File: src/rtl/a25_wb_arbiter.sv
// Two-port Wishbone master arbiter: round-robin between 4-beat line fetches and
// single-beat data accesses, with bus-error reporting and a no-ack timeout.
module a25_wb_arbiter #(
    parameter int TIMEOUT_CYCLES = 255
) (
    input  logic         clk,
    input  logic         reset,
    input  logic         i_fetch_req,
    input  logic [31:0]  i_fetch_address,
    output logic         o_fetch_ready,
    output logic [127:0] o_fetch_rdata,
    input  logic         i_data_req,
    input  logic         i_data_write,
    input  logic [31:0]  i_data_address,
    input  logic [31:0]  i_data_wdata,
    input  logic [3:0]   i_data_be,
    output logic         o_data_ready,
    output logic [31:0]  o_data_rdata,
    output logic         o_err,
    output logic [31:0]  o_wb_adr,
    output logic [3:0]   o_wb_sel,
    output logic         o_wb_we,
    output logic [31:0]  o_wb_dat,
    output logic         o_wb_cyc,
    output logic         o_wb_stb,
    input  logic [31:0]  i_wb_dat,
    input  logic         i_wb_ack,
    input  logic         i_wb_err
);

    typedef enum logic [1:0] {IDLE, FETCH, DATA, RESP} state_t;

    localparam logic [15:0] TIMER_LAST = 16'(TIMEOUT_CYCLES - 1);

    state_t      state;
    logic [1:0]  beat;
    logic        last_fetch;
    logic [27:0] line_adr;
    logic [95:0] line_buf;
    logic [15:0] timer;
    logic        timeout_hit;
    logic        grant_fetch;
    logic        unused_addr_bits;

    assign timeout_hit      = (timer == TIMER_LAST);
    assign grant_fetch      = i_fetch_req && (!i_data_req || !last_fetch);
    assign unused_addr_bits = ^{i_fetch_address[3:0], i_data_address[1:0]};

    // Beats 0..2 collect in line_buf; the last beat is merged straight into the
    // output so o_fetch_rdata only changes on a completed line.
    always_ff @(posedge clk or negedge reset) begin
        if (!reset) begin
            state         <= IDLE;
            beat          <= '0;
            last_fetch    <= 1'b0;
            line_adr      <= '0;
            line_buf      <= '0;
            timer         <= '0;
            o_fetch_ready <= 1'b0;
            o_fetch_rdata <= '0;
            o_data_ready  <= 1'b0;
            o_data_rdata  <= '0;
            o_err         <= 1'b0;
            o_wb_adr      <= '0;
            o_wb_sel      <= '0;
            o_wb_we       <= 1'b0;
            o_wb_dat      <= '0;
            o_wb_cyc      <= 1'b0;
            o_wb_stb      <= 1'b0;
        end else begin
            case (state)
                IDLE: begin
                    if (grant_fetch) begin
                        state      <= FETCH;
                        last_fetch <= 1'b1;
                        line_adr   <= i_fetch_address[31:4];
                        beat       <= 2'd0;
                        timer      <= '0;
                        o_wb_adr   <= {i_fetch_address[31:4], 4'b0000};
                        o_wb_sel   <= 4'hF;
                        o_wb_we    <= 1'b0;
                        o_wb_cyc   <= 1'b1;
                        o_wb_stb   <= 1'b1;
                    end else if (i_data_req) begin
                        state      <= DATA;
                        last_fetch <= 1'b0;
                        timer      <= '0;
                        o_wb_adr   <= {i_data_address[31:2], 2'b00};
                        o_wb_sel   <= i_data_be;
                        o_wb_we    <= i_data_write;
                        o_wb_dat   <= i_data_wdata;
                        o_wb_cyc   <= 1'b1;
                        o_wb_stb   <= 1'b1;
                    end
                end
                FETCH: begin
                    if (i_wb_err || (!i_wb_ack && timeout_hit)) begin
                        o_wb_cyc      <= 1'b0;
                        o_wb_stb      <= 1'b0;
                        o_fetch_ready <= 1'b1;
                        o_err         <= 1'b1;
                        state         <= RESP;
                    end else if (i_wb_ack) begin
                        timer <= '0;
                        if (beat == 2'd3) begin
                            o_wb_cyc      <= 1'b0;
                            o_wb_stb      <= 1'b0;
                            o_fetch_rdata <= {i_wb_dat, line_buf};
                            o_fetch_ready <= 1'b1;
                            state         <= RESP;
                        end else begin
                            case (beat)
                                2'd0:    line_buf[31:0]  <= i_wb_dat;
                                2'd1:    line_buf[63:32] <= i_wb_dat;
                                default: line_buf[95:64] <= i_wb_dat;
                            endcase
                            beat     <= beat + 2'd1;
                            o_wb_adr <= {line_adr, beat + 2'd1, 2'b00};
                        end
                    end else begin
                        timer <= timer + 16'd1;
                    end
                end
                DATA: begin
                    if (i_wb_err || (!i_wb_ack && timeout_hit)) begin
                        o_wb_cyc     <= 1'b0;
                        o_wb_stb     <= 1'b0;
                        o_data_ready <= 1'b1;
                        o_err        <= 1'b1;
                        state        <= RESP;
                    end else if (i_wb_ack) begin
                        if (!o_wb_we) begin
                            o_data_rdata <= i_wb_dat;
                        end
                        o_wb_cyc     <= 1'b0;
                        o_wb_stb     <= 1'b0;
                        o_data_ready <= 1'b1;
                        state        <= RESP;
                    end else begin
                        timer <= timer + 16'd1;
                    end
                end
                RESP: begin
                    o_fetch_ready <= 1'b0;
                    o_data_ready  <= 1'b0;
                    o_err         <= 1'b0;
                    beat          <= 2'd0;
                    state         <= IDLE;
                end
                default: state <= IDLE;
            endcase
        end
    end

endmodule

File: config.mk
export PLATFORM = sky130hd
export DESIGN_NAME = a25_wb_arbiter
export DESIGN_NICKNAME = d
export VERILOG_FILES = /design/src/rtl/a25_wb_arbiter.sv
export SDC_FILE = /design/constraint.sdc
export NUM_CORES = 1
export LEC_CHECK = 0
export BUFFER_PORTS_ARGS = -buffer_cell sky130_fd_sc_hd__buf_2
export CORE_ASPECT_RATIO = 0.75
export CORE_MARGIN = 2
export CORE_UTILIZATION = 40
export DETAILED_ROUTE_END_ITERATION = 10
export HOLD_SLACK_MARGIN = 0.02
export SLEW_MARGIN = 20
export SYNTH_ARGS = -nofsm -noshare
export SYNTH_HDL_FRONTEND = slang
export SYNTH_SLANG_ARGS = --single-unit
File: constraint.sdc
create_clock -name clk -period 6.31 [get_ports clk]
set_input_delay 0.3155 -clock clk [delete_from_list [all_inputs] [get_ports clk]]
set_output_delay 0.3155 -clock clk [all_outputs]
set_load 0.02 [all_outputs]
## Word level (Yosys, flattened, before mapping)

Index checks and enable logic that the tools add are counted.

- Reduce and logical (&&, ||, !) cells: 34
- Add/subtract/negate cells: 2
- Eq/ne operators: 17
- Bitwise gates (word level): 5
- Mux-type cells: 49

Operators by type and width:

| kind | count |
|---|---|
| $mux 32 | 5 |
| $mux 16 | 6 |
| $pmux 32 s2 | 1 |
| $pmux 16 s3 | 1 |
| $reduce_and 5->1 | 7 |
| $mux 2 | 11 |
| $mux 1 | 17 |
| $add 16x1->16 const B | 1 |
| $eq 16x8->1 const B | 1 |
| $ne 2x2->1 const B | 6 |
| $ne 3x3->1 const B | 4 |
| $reduce_and 4->1 | 3 |
| $reduce_bool 2->1 | 5 |
| $mux 4 | 2 |
| $pmux 2 s4 | 1 |
| $reduce_and 2->1 | 4 |
| $eq 2x2->1 const B | 3 |
| $pmux 1 s2 | 3 |
| $pmux 2 s3 | 1 |
| $reduce_and 3->1 | 2 |
| $reduce_bool 3->1 | 2 |
| $not 1->1 | 5 |
| $eq 2x1->1 const B | 2 |
| $logic_not 2->1 | 2 |
| 7 further kinds | 12 |

- Input bits: 139
- Output and inout port bits: 234
- Word-level logic and storage cells: 125
- Register bits after elaboration: 378

## Depth between registers and ports, before layout

Gate-level depths: netlist (run 1).

- Depth after elaboration: 5
- Mapped depth: 10
- Depth with buffers taken out: 7

## Least setup slack after synthesis (run 1)

No wires, ideal clock.

- Path kind: reg-to-reg
- Start point: reg state[1]
- End point: reg o_fetch_rdata[105]
- Buffers on the path: 3
- Cell stages (with the launch flop): 10
- Setup slack: 4.311 ns
- Arrival: 1.874 ns
- Cell sequence: dfrtp_1 > inv_1 > ha_1 > buf_2 > nand2_1 > nor2_1 > nand2_1 > clkbuf_1 > buf_2 > mux2_2

- Word-level cells in the longest chain between the ends: 2

Ends and longest elaborated chain:

| element | RTL line | text |
|---|---|---|
| from (decl) | 35 | `state_t state;` |
| from (signal assigned) | 53 | `state <= IDLE;` |
| from (signal assigned) | 74 | `state <= FETCH;` |
| from (signal assigned) | 85 | `state <= DATA;` |
| $eq 2x1->1 | 71 | `case (state)` |
| $reduce_and 4->1 (no source line) | - |  |
| to (signal assigned) | 108 | `o_fetch_rdata <= {i_wb_dat, line_buf};` |
| to (decl) | 11 | `output logic [127:0] o_fetch_rdata,` |

Every way passes these cells.
A chain may end at the register's enable or synchronous reset.

## Worst setup path in the final report (run 1)

- Start point: reg state[1]
- End point: reg timer[15]

- Word-level cells in the longest chain between the ends: 3

Ends and longest elaborated chain:

| element | RTL line | text |
|---|---|---|
| $eq 2x1->1 (tied with other cells) | 71 |  |
| $ne 2x2->1 (no source line) (tied with other cells) | - |  |
| $reduce_and 5->1 (no source line) | - |  |
| to (signal assigned) | 121 | `timer <= timer + 16'd1;` |
| to (signal assigned) | 140 | `timer <= timer + 16'd1;` |
| to (decl) | 40 | `logic [15:0] timer;` |

Parallel ways exist; a longest one is shown, timed or not.

==> metrics.txt, run 1 <==
# TYPE chip_impl_metric gauge
chip_impl_info{name="run_status",value="finished, final reports clean"} 1
chip_impl_metric{name="post-route-min-period",unit="ns"} 3.079
chip_impl_metric{name="final_net_count",unit=""} 1676
chip_impl_metric{name="timing.setup.tns",unit="ns"} 0
chip_impl_metric{name="tightestPinTransition",unit="ns"} 1.088
chip_impl_metric{name="num-fill-cells",unit=""} 3303
chip_impl_info{name="setup.worst_path.class",value="flip-flop to flip-flop"} 1
chip_impl_metric{name="routed_via_density",unit=""} 4.875
chip_impl_metric{name="die_y",unit="um"} 172.3
chip_impl_metric{name="timing_hold_violations_final",unit=""} 0
chip_impl_metric{name="antenna_found_initial",unit=""} 5
chip_impl_metric{name="ys_warn_count",unit=""} 0
chip_impl_metric{name="r2r_slack",unit="ns"} 3.23
chip_impl_metric{name="slowest_delay",unit="ns"} 0.66
chip_impl_metric{name="synth-seq-cells",unit=""} 376
chip_impl_metric{name="peakVddDrop",unit="mV"} 0.2382
chip_impl_info{name="timing.hold.worst_endpoint",value="line_adr[14]"} 1
chip_impl_metric{name="clock_tree.htree_level_count",unit=""} 2
chip_impl_metric{name="routed_wire_length_per_instance",unit="um"} 17.58
chip_impl_metric{name="start_util",unit="%"} 40.64
chip_impl_metric{name="power_per_cell_area",unit="nW/um^2"} 426.7
chip_impl_metric{name="clk_latency",unit="ns"} 0.52
chip_impl_info{name="cts.root.buffer_cell",value="sky130_fd_sc_hd__clkbuf_16"} 1
chip_impl_metric{name="grt_overflow_total",unit=""} 0
chip_impl_metric{name="global_route_wire_length_before_repair",unit="mm"} 56.97
chip_impl_metric{name="layout-area-overhead-vs-synth",unit="%"} 27.08
chip_impl_metric{name="cts.sinks",unit=""} 376
chip_impl_info{name="endpoint_kind",value="flip-flop"} 1
chip_impl_info{name="worstHoldPathType",value="input port to flip-flop"} 1
chip_impl_metric{name="max_cap_violations",unit=""} 0
chip_impl_metric{name="grt_max_degree",unit=""} 181
chip_impl_metric{name="crit_arrival",unit="ns"} 3.51
chip_impl_metric{name="drt_iter0_markers",unit=""} 382
chip_impl_metric{name="netlist_instances",unit=""} 1116
chip_impl_metric{name="clock_tree.buffer_depth",unit=""} 3
chip_impl_metric{name="track_usage",unit="%"} 18.30
chip_impl_info{name="synth_top_flop_cell",value="sky130_fd_sc_hd__dfrtp_1"} 1
chip_impl_metric{name="final_cell_area",unit="um^2"} 19190
chip_impl_metric{name="post_route_clock_period_utilization",unit="%"} 48.79
chip_impl_info{name="min_from",value="i_fetch_address[18]"} 1
chip_impl_metric{name="required",unit="ns"} 6.74
chip_impl_info{name="crit_path_start_kind",value="flip-flop"} 1
chip_impl_metric{name="worst-r2r-cell-count",unit=""} 8
chip_impl_metric{name="path_max_fanout",unit=""} 64
chip_impl_metric{name="port_buffers",unit=""} 364
chip_impl_info{name="tritoncts_clock_tree",value="built"} 1
chip_impl_metric{name="power.leakage",unit="nW"} 10.08
chip_impl_info{name="timing.rr.end",value="timer[15]"} 1
chip_impl_metric{name="detailedPlace.worstSlack",unit="ns"} 3.275
chip_impl_info{name="startpoint_of_the_worst_register_to_register_path",value="state[1]"} 1
chip_impl_metric{name="dieArea",unit="um^2"} 39350
chip_impl_metric{name="placeableCoreArea",unit="um^2"} 37170
chip_impl_metric{name="synth_edf_count",unit=""} 0
chip_impl_metric{name="avg_cell_area_syn",unit="um^2"} 13.53
chip_impl_metric{name="power.total",unit="mW"} 8.191
chip_impl_metric{name="vias_in_the_first_global_route",unit=""} 10150
chip_impl_info{name="slowest_stage",value="sky130_fd_sc_hd__and4b_1"} 1
chip_impl_metric{name="non_filler_instances",unit=""} 2060
chip_impl_metric{name="hold-path-cell-count",unit=""} 2
chip_impl_metric{name="post-cts-setup-buffers",unit=""} 0
chip_impl_metric{name="finalSetupViolCount",unit=""} 0
chip_impl_metric{name="layout-drive-gt1-share",unit="%"} 47.16
chip_impl_metric{name="ant_nets",unit=""} 0
chip_impl_metric{name="clock-skew-final",unit="ns"} 0.01174
chip_impl_metric{name="place_inst",unit=""} 1933
chip_impl_metric{name="route.vias.total",unit=""} 10040
chip_impl_metric{name="relSlewSlack",unit="%"} 27.48
chip_impl_metric{name="fin_hold_ws",unit="ns"} 0.04834
chip_impl_metric{name="synth_cell_types",unit=""} 46
chip_impl_metric{name="gp_routability_congestion",unit=""} 0.7787
chip_impl_metric{name="cts.reportedPaths.clkPinSlew",unit="ns"} 0.06
chip_impl_metric{name="post-dp-hpwl",unit="mm"} 23.72
chip_impl_info{name="rsz0062_at_grt",value="no"} 1
chip_impl_metric{name="final.setup.worst_slack",unit="ns"} 3.231
chip_impl_metric{name="tritoncts.num_buffers",unit=""} 40
chip_impl_metric{name="die_x",unit="um"} 228.4
chip_impl_info{name="layout.cells.most_common",value="sky130_fd_sc_hd__dfrtp_1"} 1
chip_impl_metric{name="highest_attainable_clock_frequency",unit="MHz"} 324.8
chip_impl_metric{name="placed_area",unit="um^2"} 17400
chip_impl_metric{name="synth-seq-area-share",unit="%"} 62.29
chip_impl_metric{name="final_core_util",unit="%"} 51.64
chip_impl_metric{name="remaining_drc_errors",unit=""} 0
chip_impl_metric{name="netlist_area",unit="um^2"} 15100
chip_impl_info{name="startpoint_of_the_worst_setup_timing_path",value="state[1]"} 1
chip_impl_metric{name="postRouteWirelength",unit="mm"} 36.22
chip_impl_metric{name="firstDrtPassIters",unit=""} 4
chip_impl_info{name="layout_common_cells",value="sky130_fd_sc_hd__dfrtp_1 (376), sky130_fd_sc_hd__buf_2 (363), sky130_fd_sc_hd__mux2_2 (286)"} 1
chip_impl_metric{name="ffs_w_async_s_r_synth",unit="%"} 100.0
chip_impl_info{name="timing.critical_path.cells",value="inv_1, ha_2, buf_4, nor2b_1, o21a_1, and4b_1, a41oi_1, a31oi_1"} 1
chip_impl_metric{name="num_io_pins",unit=""} 373
chip_impl_metric{name="finalMaxSlewViolations",unit=""} 0
chip_impl_metric{name="num_rows",unit=""} 61
## state kept, by name, summed over array words and instances, names as in the netlist
name           count
o_fetch_rdata    128
line_buf          96
o_data_rdata      32
o_wb_dat          32
o_wb_adr          30
line_adr          28
timer             16
o_wb_sel           4
beat               2
state              2
last_fetch         1
o_data_ready       1
o_err              1
o_fetch_ready      1
o_wb_stb           1
o_wb_we            1
## final cells by class
class / instances / area (um^2) / area share [%]
Tap cell: 504 / 630.6 / 3.285
Multi-Input combinational cell: 672 / 5425 / 28.26
Inverter: 9 / 33.78 / 0.1760
Timing Repair Buffer: 427 / 2467 / 12.85
Clock buffer: 57 / 1156 / 6.023
Antenna cell: 4 / 10.01 / 0.05215
Clock inverter: 11 / 62.56 / 0.3259
Sequential cell: 376 / 9409 / 49.02
## logic make-up after synthesis
group           share of synthesized area (%)
simple gates                            6.577
fa+ha+maj                              0.9112
compound gates                          4.374
buf+inv                                 2.237
other cells                           0.02483
mux                                     23.58
flops                                   62.29
## report_power, final
group / switching (mW) / internal (mW)
Combinational: 1.46 / 1.03
Clock: 0.915 / 1.27
Sequential: 0.360 / 3.15
## per-layer routing
metal	wire length [um]	track usage, %
met1	16310	24.17
met5	30	0
met3	2407	5.491
met2	16700	29.41
met4	774	5.229
## worst max-delay path, delay by kind of cell (launching register included)
family,cells,cell delay (ns)
simple gates,2,0.87
compound gates,3,0.85
buf+inv,2,0.65
flops,1,0.40
fa+ha+maj,1,0.21
## Yosys cell counts (2+ instances only)
cell | count | area share (%)
sky130_fd_sc_hd__a21oi_1 | 37 | 1.2
sky130_fd_sc_hd__a31oi_1 | 15 | 0.62
sky130_fd_sc_hd__a41oi_1 | 6 | 0.35
sky130_fd_sc_hd__and3_1 | 5 | 0.21
sky130_fd_sc_hd__and4_1 | 2 | 0.12
sky130_fd_sc_hd__buf_1 | 11 | 0.27
sky130_fd_sc_hd__buf_2 | 18 | 0.60
sky130_fd_sc_hd__buf_4 | 6 | 0.30
sky130_fd_sc_hd__buf_6 | 3 | 0.22
sky130_fd_sc_hd__clkbuf_1 | 21 | 0.52
sky130_fd_sc_hd__dfrtp_1 | 376 | 62
sky130_fd_sc_hd__ha_1 | 11 | 0.91
sky130_fd_sc_hd__inv_1 | 9 | 0.22
sky130_fd_sc_hd__mux2_2 | 286 | 21
sky130_fd_sc_hd__mux2i_1 | 33 | 2.2
sky130_fd_sc_hd__nand2_1 | 151 | 3.8
sky130_fd_sc_hd__nand2b_1 | 4 | 0.17
sky130_fd_sc_hd__nand3_1 | 8 | 0.27
sky130_fd_sc_hd__nor2_1 | 40 | 0.99
sky130_fd_sc_hd__nor2b_1 | 4 | 0.17
sky130_fd_sc_hd__nor3b_1 | 2 | 0.099
sky130_fd_sc_hd__o21a_1 | 3 | 0.15
sky130_fd_sc_hd__o21ai_0 | 39 | 1.3
sky130_fd_sc_hd__o22a_1 | 4 | 0.23
## worst max path at each step
stage,end,slack (ns),cells past startpoint
6_report,timer[15],3.23,8
5_1_grt,timer[3],3.00,8
4_1_cts,timer[3],3.25,8
2_1_floorplan,o_fetch_rdata[105],4.31,9
3_5_place_dp,timer[3],3.27,8
3_3_place_gp,o_fetch_rdata[96],3.30,7
## what timing repair did
action	CTS	global route
resized for setup	0	0
hold endpoints to repair	81	0
hold buffers	55	0
No activity file was read; power rests on OpenSTA's default activity.
==> inputs of run 2 (changes only) <==
Settings changed: PLACE_DENSITY set to 0.65.
Clock period 6.31 ns to 2.5 ns, I/O delays scaled along.
==> run 2 against run 1 <==
  * Clock power increased to 2.7 times the previous value
  * Highest routed layer unchanged
  * First-iteration DRC count rose by 32%
  * Design area grew 4.6%
  * Worst hold slack worse by 0.0066 ns
  * Clock skew about the same
  * Worst setup slack got worse by 3.0 ns
  * Total power grew to 2.6 times the previous value
  * Largest cell class unchanged
  * Flip-flop and latch count unchanged
  * Cell count grew 3.7%
  * Die area stayed put
  * Via count grew 4.8%
==> metrics.txt, run 2 (synthesis results as in run 1) <==
# TYPE chip_impl_metric gauge
chip_impl_metric{name="firstDrtPassIters",unit=""} 4
chip_impl_info{name="timing.rr.end",value="o_data_rdata[7]"} 1
chip_impl_metric{name="remaining_drc_errors",unit=""} 0
chip_impl_info{name="largest_registers",value="o_fetch_rdata: 128 flops, line_buf: 96 flops"} 1
chip_impl_metric{name="drt-met1-wl",unit="mm"} 16.59
chip_impl_info{name="timing.hold.worst_endpoint",value="o_wb_adr[19]"} 1
chip_impl_metric{name="peakVddDrop",unit="mV"} 0.7554
chip_impl_metric{name="route.vias.total",unit=""} 10530
chip_impl_metric{name="routed_wire_length_per_instance",unit="um"} 17.45
chip_impl_metric{name="crit_arrival",unit="ns"} 2.63
chip_impl_metric{name="tightestPinTransition",unit="ns"} 0.5969
chip_impl_metric{name="start_util",unit="%"} 40.64
chip_impl_info{name="regMostFlops",value="o_fetch_rdata"} 1
chip_impl_metric{name="track_usage",unit="%"} 18.77
chip_impl_metric{name="hold-path-cell-count",unit=""} 5
chip_impl_metric{name="finalMaxSlewViolations",unit=""} 0
chip_impl_metric{name="clk_latency",unit="ns"} 0.53
chip_impl_metric{name="final_net_count",unit=""} 1754
chip_impl_metric{name="port_buffers",unit=""} 364
chip_impl_metric{name="global_route_wire_length_before_repair",unit="mm"} 58.72
chip_impl_metric{name="worst-r2r-cell-count",unit=""} 7
chip_impl_metric{name="relSlewSlack",unit="%"} 60.21
chip_impl_metric{name="antenna_cells_inserted",unit=""} 0
chip_impl_metric{name="layout-area-overhead-vs-synth",unit="%"} 32.98
chip_impl_metric{name="power_per_cell_area",unit="nW/um^2"} 1064
chip_impl_metric{name="gp_routability_congestion",unit=""} 0.7582
chip_impl_metric{name="path_max_fanout",unit=""} 9
chip_impl_metric{name="slowest_delay",unit="ns"} 0.40
chip_impl_metric{name="placed_area",unit="um^2"} 17630
chip_impl_info{name="cts.root.buffer_cell",value="sky130_fd_sc_hd__clkbuf_16"} 1
chip_impl_metric{name="post-cts-setup-buffers",unit=""} 0
chip_impl_metric{name="cts.sinks",unit=""} 376
chip_impl_info{name="min_from",value="i_data_address[19]"} 1
chip_impl_metric{name="finalSetupViolCount",unit=""} 0
chip_impl_metric{name="timing_hold_violations_final",unit=""} 0
chip_impl_info{name="tritoncts_clock_tree",value="built"} 1
chip_impl_metric{name="final_core_util",unit="%"} 54.04
chip_impl_metric{name="grt_overflow_total",unit=""} 0
chip_impl_metric{name="post-route-min-period",unit="ns"} 2.221
chip_impl_info{name="slowest_stage",value="sky130_fd_sc_hd__dfrtp_1"} 1
chip_impl_metric{name="vias_in_the_first_global_route",unit=""} 10670
chip_impl_info{name="endpoint_kind",value="flip-flop"} 1
chip_impl_metric{name="ant_nets",unit=""} 0
chip_impl_metric{name="highest_attainable_clock_frequency",unit="MHz"} 450.2
chip_impl_info{name="layout.cells.most_common",value="sky130_fd_sc_hd__dfrtp_1"} 1
chip_impl_metric{name="r2r_slack",unit="ns"} 0.28
chip_impl_metric{name="final_cell_area",unit="um^2"} 20090
chip_impl_metric{name="max_cap_violations",unit=""} 0
chip_impl_info{name="worstHoldPathType",value="input port to flip-flop"} 1
chip_impl_metric{name="detailroute.wirelength.met2",unit="mm"} 17.32
chip_impl_metric{name="postRouteWirelength",unit="mm"} 37.28
chip_impl_metric{name="power.total",unit="mW"} 21.37
chip_impl_metric{name="antenna_found_initial",unit=""} 1
chip_impl_info{name="layout_common_cells",value="sky130_fd_sc_hd__dfrtp_1 (376), sky130_fd_sc_hd__buf_2 (363), sky130_fd_sc_hd__mux2_2 (286)"} 1
chip_impl_metric{name="post_route_clock_period_utilization",unit="%"} 88.85
chip_impl_info{name="routed.top_layer",value="met5"} 1
chip_impl_metric{name="post-dp-hpwl",unit="mm"} 24.40
chip_impl_metric{name="routed_via_density",unit=""} 4.928
chip_impl_metric{name="clock_tree.buffer_depth",unit=""} 3
chip_impl_info{name="run_status",value="finished, final reports clean"} 1
chip_impl_metric{name="clock_tree.htree_level_count",unit=""} 2
chip_impl_metric{name="layout-drive-gt1-share",unit="%"} 46.45
chip_impl_metric{name="dieArea",unit="um^2"} 39350
chip_impl_metric{name="required",unit="ns"} 2.91
chip_impl_info{name="rsz0062_at_grt",value="no"} 1
chip_impl_info{name="setup.worst_path.class",value="flip-flop to flip-flop"} 1
chip_impl_metric{name="clock-skew-final",unit="ns"} 0.01183
chip_impl_metric{name="num_io_pins",unit=""} 373
chip_impl_info{name="timing.critical_path.cells",value="inv_1, ha_1, nor4b_4, a41o_1, nor3_4, buf_4, mux2_2"} 1
chip_impl_metric{name="multi_input_area",unit="um^2"} 5405
chip_impl_metric{name="die_x",unit="um"} 228.4
chip_impl_metric{name="dr_wl_met3",unit="mm"} 2.544
chip_impl_info{name="startpoint_of_the_worst_register_to_register_path",value="timer[0]"} 1
chip_impl_metric{name="area.sequential",unit="um^2"} 9409
chip_impl_info{name="crit_path_start_kind",value="flip-flop"} 1
chip_impl_metric{name="tritoncts.num_buffers",unit=""} 39
chip_impl_metric{name="num_rows",unit=""} 61
chip_impl_metric{name="power.leakage",unit="nW"} 10.49
chip_impl_metric{name="die_y",unit="um"} 172.3
chip_impl_metric{name="num-fill-cells",unit=""} 3165
chip_impl_metric{name="placeableCoreArea",unit="um^2"} 37170
chip_impl_metric{name="grt_max_degree",unit=""} 73
chip_impl_metric{name="largest_reg_flops",unit=""} 128
chip_impl_metric{name="drt_iter0_markers",unit=""} 505
chip_impl_metric{name="cts.reportedPaths.clkPinSlew",unit="ns"} 0.06
chip_impl_metric{name="timing.setup.tns",unit="ns"} 0
==> run 2: cell count changes in the layout (fill, tap and decap cells not counted), sizes merged <==
| cell | before | now |
|---|---|---|
| diode | 4 | 0 |
| bufinv | 0 | 4 |
| inv | 9 | 10 |
| dlygate4sd3 | 55 | 113 |
| clkbuf | 57 | 52 |
| buf | 372 | 393 |
| clkinv | 11 | 8 |
| clkinvlp | 0 | 4 |
==> run 2: stage by stage <==
step / hold slack (ns) / setup WS, ns / cells
after global placement: 0.1228 / 0.2686 / 1954
after global routing: 0.02926 / 0.1227 / 2136
final: 0.04175 / 0.2788 / 2136
after CTS: 0.02058 / 0.1815 / 2136
after floorplan: -0.1706 / 0.5011 / 1117
after detailed placement: 0.1228 / 0.1943 / 1954
==> run 2: cell type report <==
| cell class | count | area share (%) |
|---|---|---|
| timing repair buffer | 506 | 16.33 |
| multi-input combinational | 672 | 26.91 |
| clock buffer | 52 | 5.557 |
| inverter | 9 | 0.1682 |
| clock inverter | 17 | 1.047 |
| sequential | 376 | 46.84 |
| tap | 504 | 3.140 |
==> run 2: metal layers <==
metal / vias to the layer above / track usage, %
met5: - / 0
met4: 2 / 5.286
met3: 63 / 5.277
met2: 314 / 30.02
met1: 5263 / 25.15
li1: 4885 / -
==> run 2: worst max path at each step <==
stage,slack [ns],cells after the start,startpoint,to
6_report,0.28,7,timer[0],o_data_rdata[7]
5_1_grt,0.12,8,timer[0],timer[4]
4_1_cts,0.18,7,timer[0],timer[3]
3_5_place_dp,0.19,7,timer[0],timer[3]
3_3_place_gp,0.27,7,timer[0],timer[15]
2_1_floorplan,0.50,9,state[1],o_fetch_rdata[105]
==> run 2: timing repair <==
item,in CTS,in global routing
setup endpoints to repair,0,6
resized for setup,0,1
endpoints found under the hold margin,381,0
hold buffers,113,0
==> run 2: report_power, final <==
part	total, mW	switching [mW]	internal (mW)
registers	8.91	0.948	7.96
clock network	5.96	2.40	3.56
logic	6.50	3.73	2.77
total	21.4	7.07	14.3
==> run 2: worst max-delay path: cells and delay by family, from the launching register on <==
kind	cells	cell delay (ns)
simple gates	2	0.40
flops	1	0.40
compound gates	1	0.37
buf+inv	2	0.35
fa+ha+maj	1	0.20
mux	1	0.36
==> inputs of run 3 (changes only) <==
Settings changed: PLACE_DENSITY 0.65 to 0.63.
==> run 3 against run 2 <==
  * Design area rose by 0.49%
  * Non-clock buffer count rose by 10
  * Wire length rose by 2.0%
  * Total power fell by 0.37%
  * Sequential share of layout area fell by 0.23 points
  * Via count fell by 0.26%
  * Worst hold slack improved by 0.0044 ns
==> metrics.txt, run 3 (synthesis results as in run 1) <==
# TYPE chip_impl_metric gauge
chip_impl_metric{name="layout-area-overhead-vs-synth",unit="%"} 33.63
chip_impl_metric{name="largest_reg_flops",unit=""} 128
chip_impl_metric{name="cell_internal_pwr",unit="mW"} 14.12
chip_impl_metric{name="highest_attainable_clock_frequency",unit="MHz"} 442.7
chip_impl_metric{name="final.setup.worst_slack",unit="ns"} 0.2410
chip_impl_metric{name="die_y",unit="um"} 172.3
chip_impl_metric{name="layout-drive-gt1-share",unit="%"} 46.05
chip_impl_metric{name="tritoncts.num_buffers",unit=""} 40
chip_impl_metric{name="routed_via_density",unit=""} 4.884
chip_impl_metric{name="global_route_met3_usage",unit="%"} 5.755
chip_impl_info{name="largest_registers",value="o_fetch_rdata: 128 flops, line_buf: 96 flops"} 1
chip_impl_metric{name="max_cap_violations",unit=""} 0
chip_impl_metric{name="port_buffers",unit=""} 364
chip_impl_info{name="min_from",value="i_data_address[10]"} 1
chip_impl_metric{name="finalMaxSlewViolations",unit=""} 0
chip_impl_info{name="timing.critical_path.cells",value="inv_1, ha_1, nor4b_4, a41o_1, nor3_4, buf_12, mux2_2"} 1
chip_impl_metric{name="power.leakage",unit="nW"} 10.54
chip_impl_metric{name="clock_tree.buffer_depth",unit=""} 3
chip_impl_metric{name="fin_hold_ws",unit="ns"} 0.04611
chip_impl_metric{name="antenna_found_initial",unit=""} 1
chip_impl_metric{name="vias_in_the_first_global_route",unit=""} 10900
chip_impl_metric{name="switchingPower",unit="mW"} 7.167
chip_impl_metric{name="post_route_clock_period_utilization",unit="%"} 90.36
chip_impl_info{name="run_status",value="finished, final reports clean"} 1
chip_impl_info{name="cts.root.buffer_cell",value="sky130_fd_sc_hd__clkbuf_16"} 1
chip_impl_info{name="worstHoldPathType",value="input port to flip-flop"} 1
chip_impl_metric{name="power.clock.fraction",unit="%"} 27.3
chip_impl_metric{name="ant_nets",unit=""} 0
chip_impl_metric{name="slowest_delay",unit="ns"} 0.41
chip_impl_metric{name="placeableCoreArea",unit="um^2"} 37170
chip_impl_metric{name="grt_max_degree",unit=""} 81
chip_impl_metric{name="grt_overflow_total",unit=""} 0
chip_impl_metric{name="track_usage",unit="%"} 19.32
chip_impl_metric{name="area.sequential",unit="um^2"} 9409
chip_impl_info{name="endpoint_kind",value="flip-flop"} 1
chip_impl_metric{name="clock-skew-final",unit="ns"} 0.01414
chip_impl_metric{name="global_route_wire_length_before_repair",unit="mm"} 60.33
chip_impl_metric{name="peakVddDrop",unit="mV"} 0.5493
chip_impl_metric{name="share_seq_of_total_power",unit="%"} 41.9
chip_impl_metric{name="remaining_drc_errors",unit=""} 0
chip_impl_metric{name="timing.setup.tns",unit="ns"} 0
chip_impl_info{name="setup.worst_path.class",value="flip-flop to flip-flop"} 1
chip_impl_metric{name="post-dp-hpwl",unit="mm"} 24.82
chip_impl_metric{name="route.vias.total",unit=""} 10500
chip_impl_info{name="rsz0062_at_grt",value="no"} 1
chip_impl_metric{name="post-route-min-period",unit="ns"} 2.259
chip_impl_metric{name="crit_arrival",unit="ns"} 2.67
chip_impl_metric{name="final_net_count",unit=""} 1765
chip_impl_metric{name="use_met2",unit="%"} 31.55
chip_impl_metric{name="num-fill-cells",unit=""} 3165
chip_impl_metric{name="num_io_pins",unit=""} 373
chip_impl_metric{name="gr-usage-met1",unit="%"} 25.11
chip_impl_metric{name="tightestPinTransition",unit="ns"} 0.6869
chip_impl_metric{name="place_inst",unit=""} 1955
chip_impl_info{name="tritoncts_clock_tree",value="built"} 1
chip_impl_info{name="slowest_stage",value="sky130_fd_sc_hd__dfrtp_1"} 1
chip_impl_metric{name="cts.reportedPaths.clkPinSlew",unit="ns"} 0.06
chip_impl_info{name="startpoint_of_the_worst_setup_timing_path",value="timer[0]"} 1
chip_impl_metric{name="drt_iter0_markers",unit=""} 431
chip_impl_info{name="layout.cells.most_common",value="sky130_fd_sc_hd__dfrtp_1"} 1
chip_impl_metric{name="worst-r2r-cell-count",unit=""} 7
chip_impl_metric{name="power.total",unit="mW"} 21.29
chip_impl_metric{name="timing_hold_violations_final",unit=""} 0
chip_impl_metric{name="start_util",unit="%"} 40.64
chip_impl_metric{name="required",unit="ns"} 2.92
chip_impl_metric{name="path_max_fanout",unit=""} 25
chip_impl_metric{name="power_per_cell_area",unit="nW/um^2"} 1055
chip_impl_metric{name="share_comb_of_total_power",unit="%"} 30.9
chip_impl_metric{name="hold-path-cell-count",unit=""} 5
chip_impl_metric{name="cts.sinks",unit=""} 376
chip_impl_metric{name="firstDrtPassIters",unit=""} 4
chip_impl_info{name="layout_common_cells",value="sky130_fd_sc_hd__dfrtp_1 (376), sky130_fd_sc_hd__buf_2 (363), sky130_fd_sc_hd__mux2_2 (286)"} 1
chip_impl_metric{name="detailedPlace.worstSlack",unit="ns"} 0.1382
chip_impl_metric{name="gp_routability_congestion",unit=""} 0.7780
chip_impl_metric{name="postRouteWirelength",unit="mm"} 38.02
chip_impl_info{name="grt-busiest-layer",value="met2"} 1
chip_impl_metric{name="clock_tree.htree_level_count",unit=""} 2
chip_impl_metric{name="finalSetupViolCount",unit=""} 0
chip_impl_metric{name="antenna_cells_inserted",unit=""} 0
chip_impl_metric{name="relSlewSlack",unit="%"} 54.20
chip_impl_metric{name="multi_input_area",unit="um^2"} 5405
chip_impl_metric{name="dieArea",unit="um^2"} 39350
chip_impl_metric{name="r2r_slack",unit="ns"} 0.24
chip_impl_metric{name="clk_latency",unit="ns"} 0.54
chip_impl_info{name="crit_path_start_kind",value="flip-flop"} 1
chip_impl_metric{name="power_switching_share",unit="%"} 33.67
chip_impl_metric{name="routed_wire_length_per_instance",unit="um"} 17.68
chip_impl_metric{name="non_filler_instances",unit=""} 2150
chip_impl_info{name="startpoint_of_the_worst_register_to_register_path",value="timer[0]"} 1
chip_impl_metric{name="num_rows",unit=""} 61
chip_impl_metric{name="die_x",unit="um"} 228.4
chip_impl_info{name="regMostFlops",value="o_fetch_rdata"} 1
run 3: cell count changes in the layout (fill, tap and decap cells not counted):
cell                            delta
sky130_fd_sc_hd__buf_12            +2
sky130_fd_sc_hd__buf_4             -1
sky130_fd_sc_hd__bufinv_16         -3
sky130_fd_sc_hd__clkbuf_1          +5
sky130_fd_sc_hd__clkbuf_8          +2
sky130_fd_sc_hd__clkinv_2          -1
sky130_fd_sc_hd__clkinv_4          +1
sky130_fd_sc_hd__clkinv_8          +2
sky130_fd_sc_hd__clkinvlp_4        -1
sky130_fd_sc_hd__dlygate4sd3_1     +9
sky130_fd_sc_hd__inv_6             -1
run 3: power by group through the flow:
stage               combinational [mW]  sequential (mW)  clock (mW)
global route                      7.23             9.15        6.29
floorplan                         3.08             10.0           0
detailed placement                6.49             8.99           0
finish                            6.57             8.91        5.81
CTS                               6.64             8.92        6.00
global placement                  6.31             8.89           0
run 3: worst max-delay path, delay by kind of cell, from the launching register on:
kind / cells / cell delay (ns)
compound gates: 1 / 0.37
fa+ha+maj: 1 / 0.21
buf+inv: 2 / 0.35
flops: 1 / 0.41
mux: 1 / 0.36
simple gates: 2 / 0.41
run 3: layout make-up:
class / count / share of cell area (%)
timing repair buffer: 516 / 16.86
clock buffer: 59 / 5.759
sequential: 376 / 46.62
clock inverter: 14 / 0.6943
inverter: 9 / 0.1674
tap: 504 / 3.124
multi-input combinational: 672 / 26.78
run 3: final timing paths:
| path | endpoint |
|---|---|
| max in group asynchronous | line_buf[6] |
| worst max register to register | o_data_rdata[28] |
| worst min register to register | o_wb_dat[20] |
| worst min-delay path | o_wb_adr[10] |
| worst max-delay path | o_data_rdata[28] |
| min in group asynchronous | o_data_rdata[24] |
run 3: stage by stage:
step | area, um^2 | util, %
2_1_floorplan | 15110 | -
3_3_place_gp | 17660 | 47.51
3_5_place_dp | 17660 | 47.51
4_1_cts | 20180 | 54.30
5_1_grt | 20180 | 54.30
6_report | 20180 | 54.30
run 3: what timing repair did:
action	CTS	global route
resized for setup	0	1
setup buffers	0	0
endpoints found under the setup margin	0	3
endpoints found under the hold margin	320	0
hold buffers	122	0
run 3: routing by layer:
metal | part of all wire (%) | wire, um
met5 | 0.026 | 10
met4 | 2.3 | 886
met3 | 7.0 | 2655
met2 | 47 | 17770
met1 | 44 | 16690
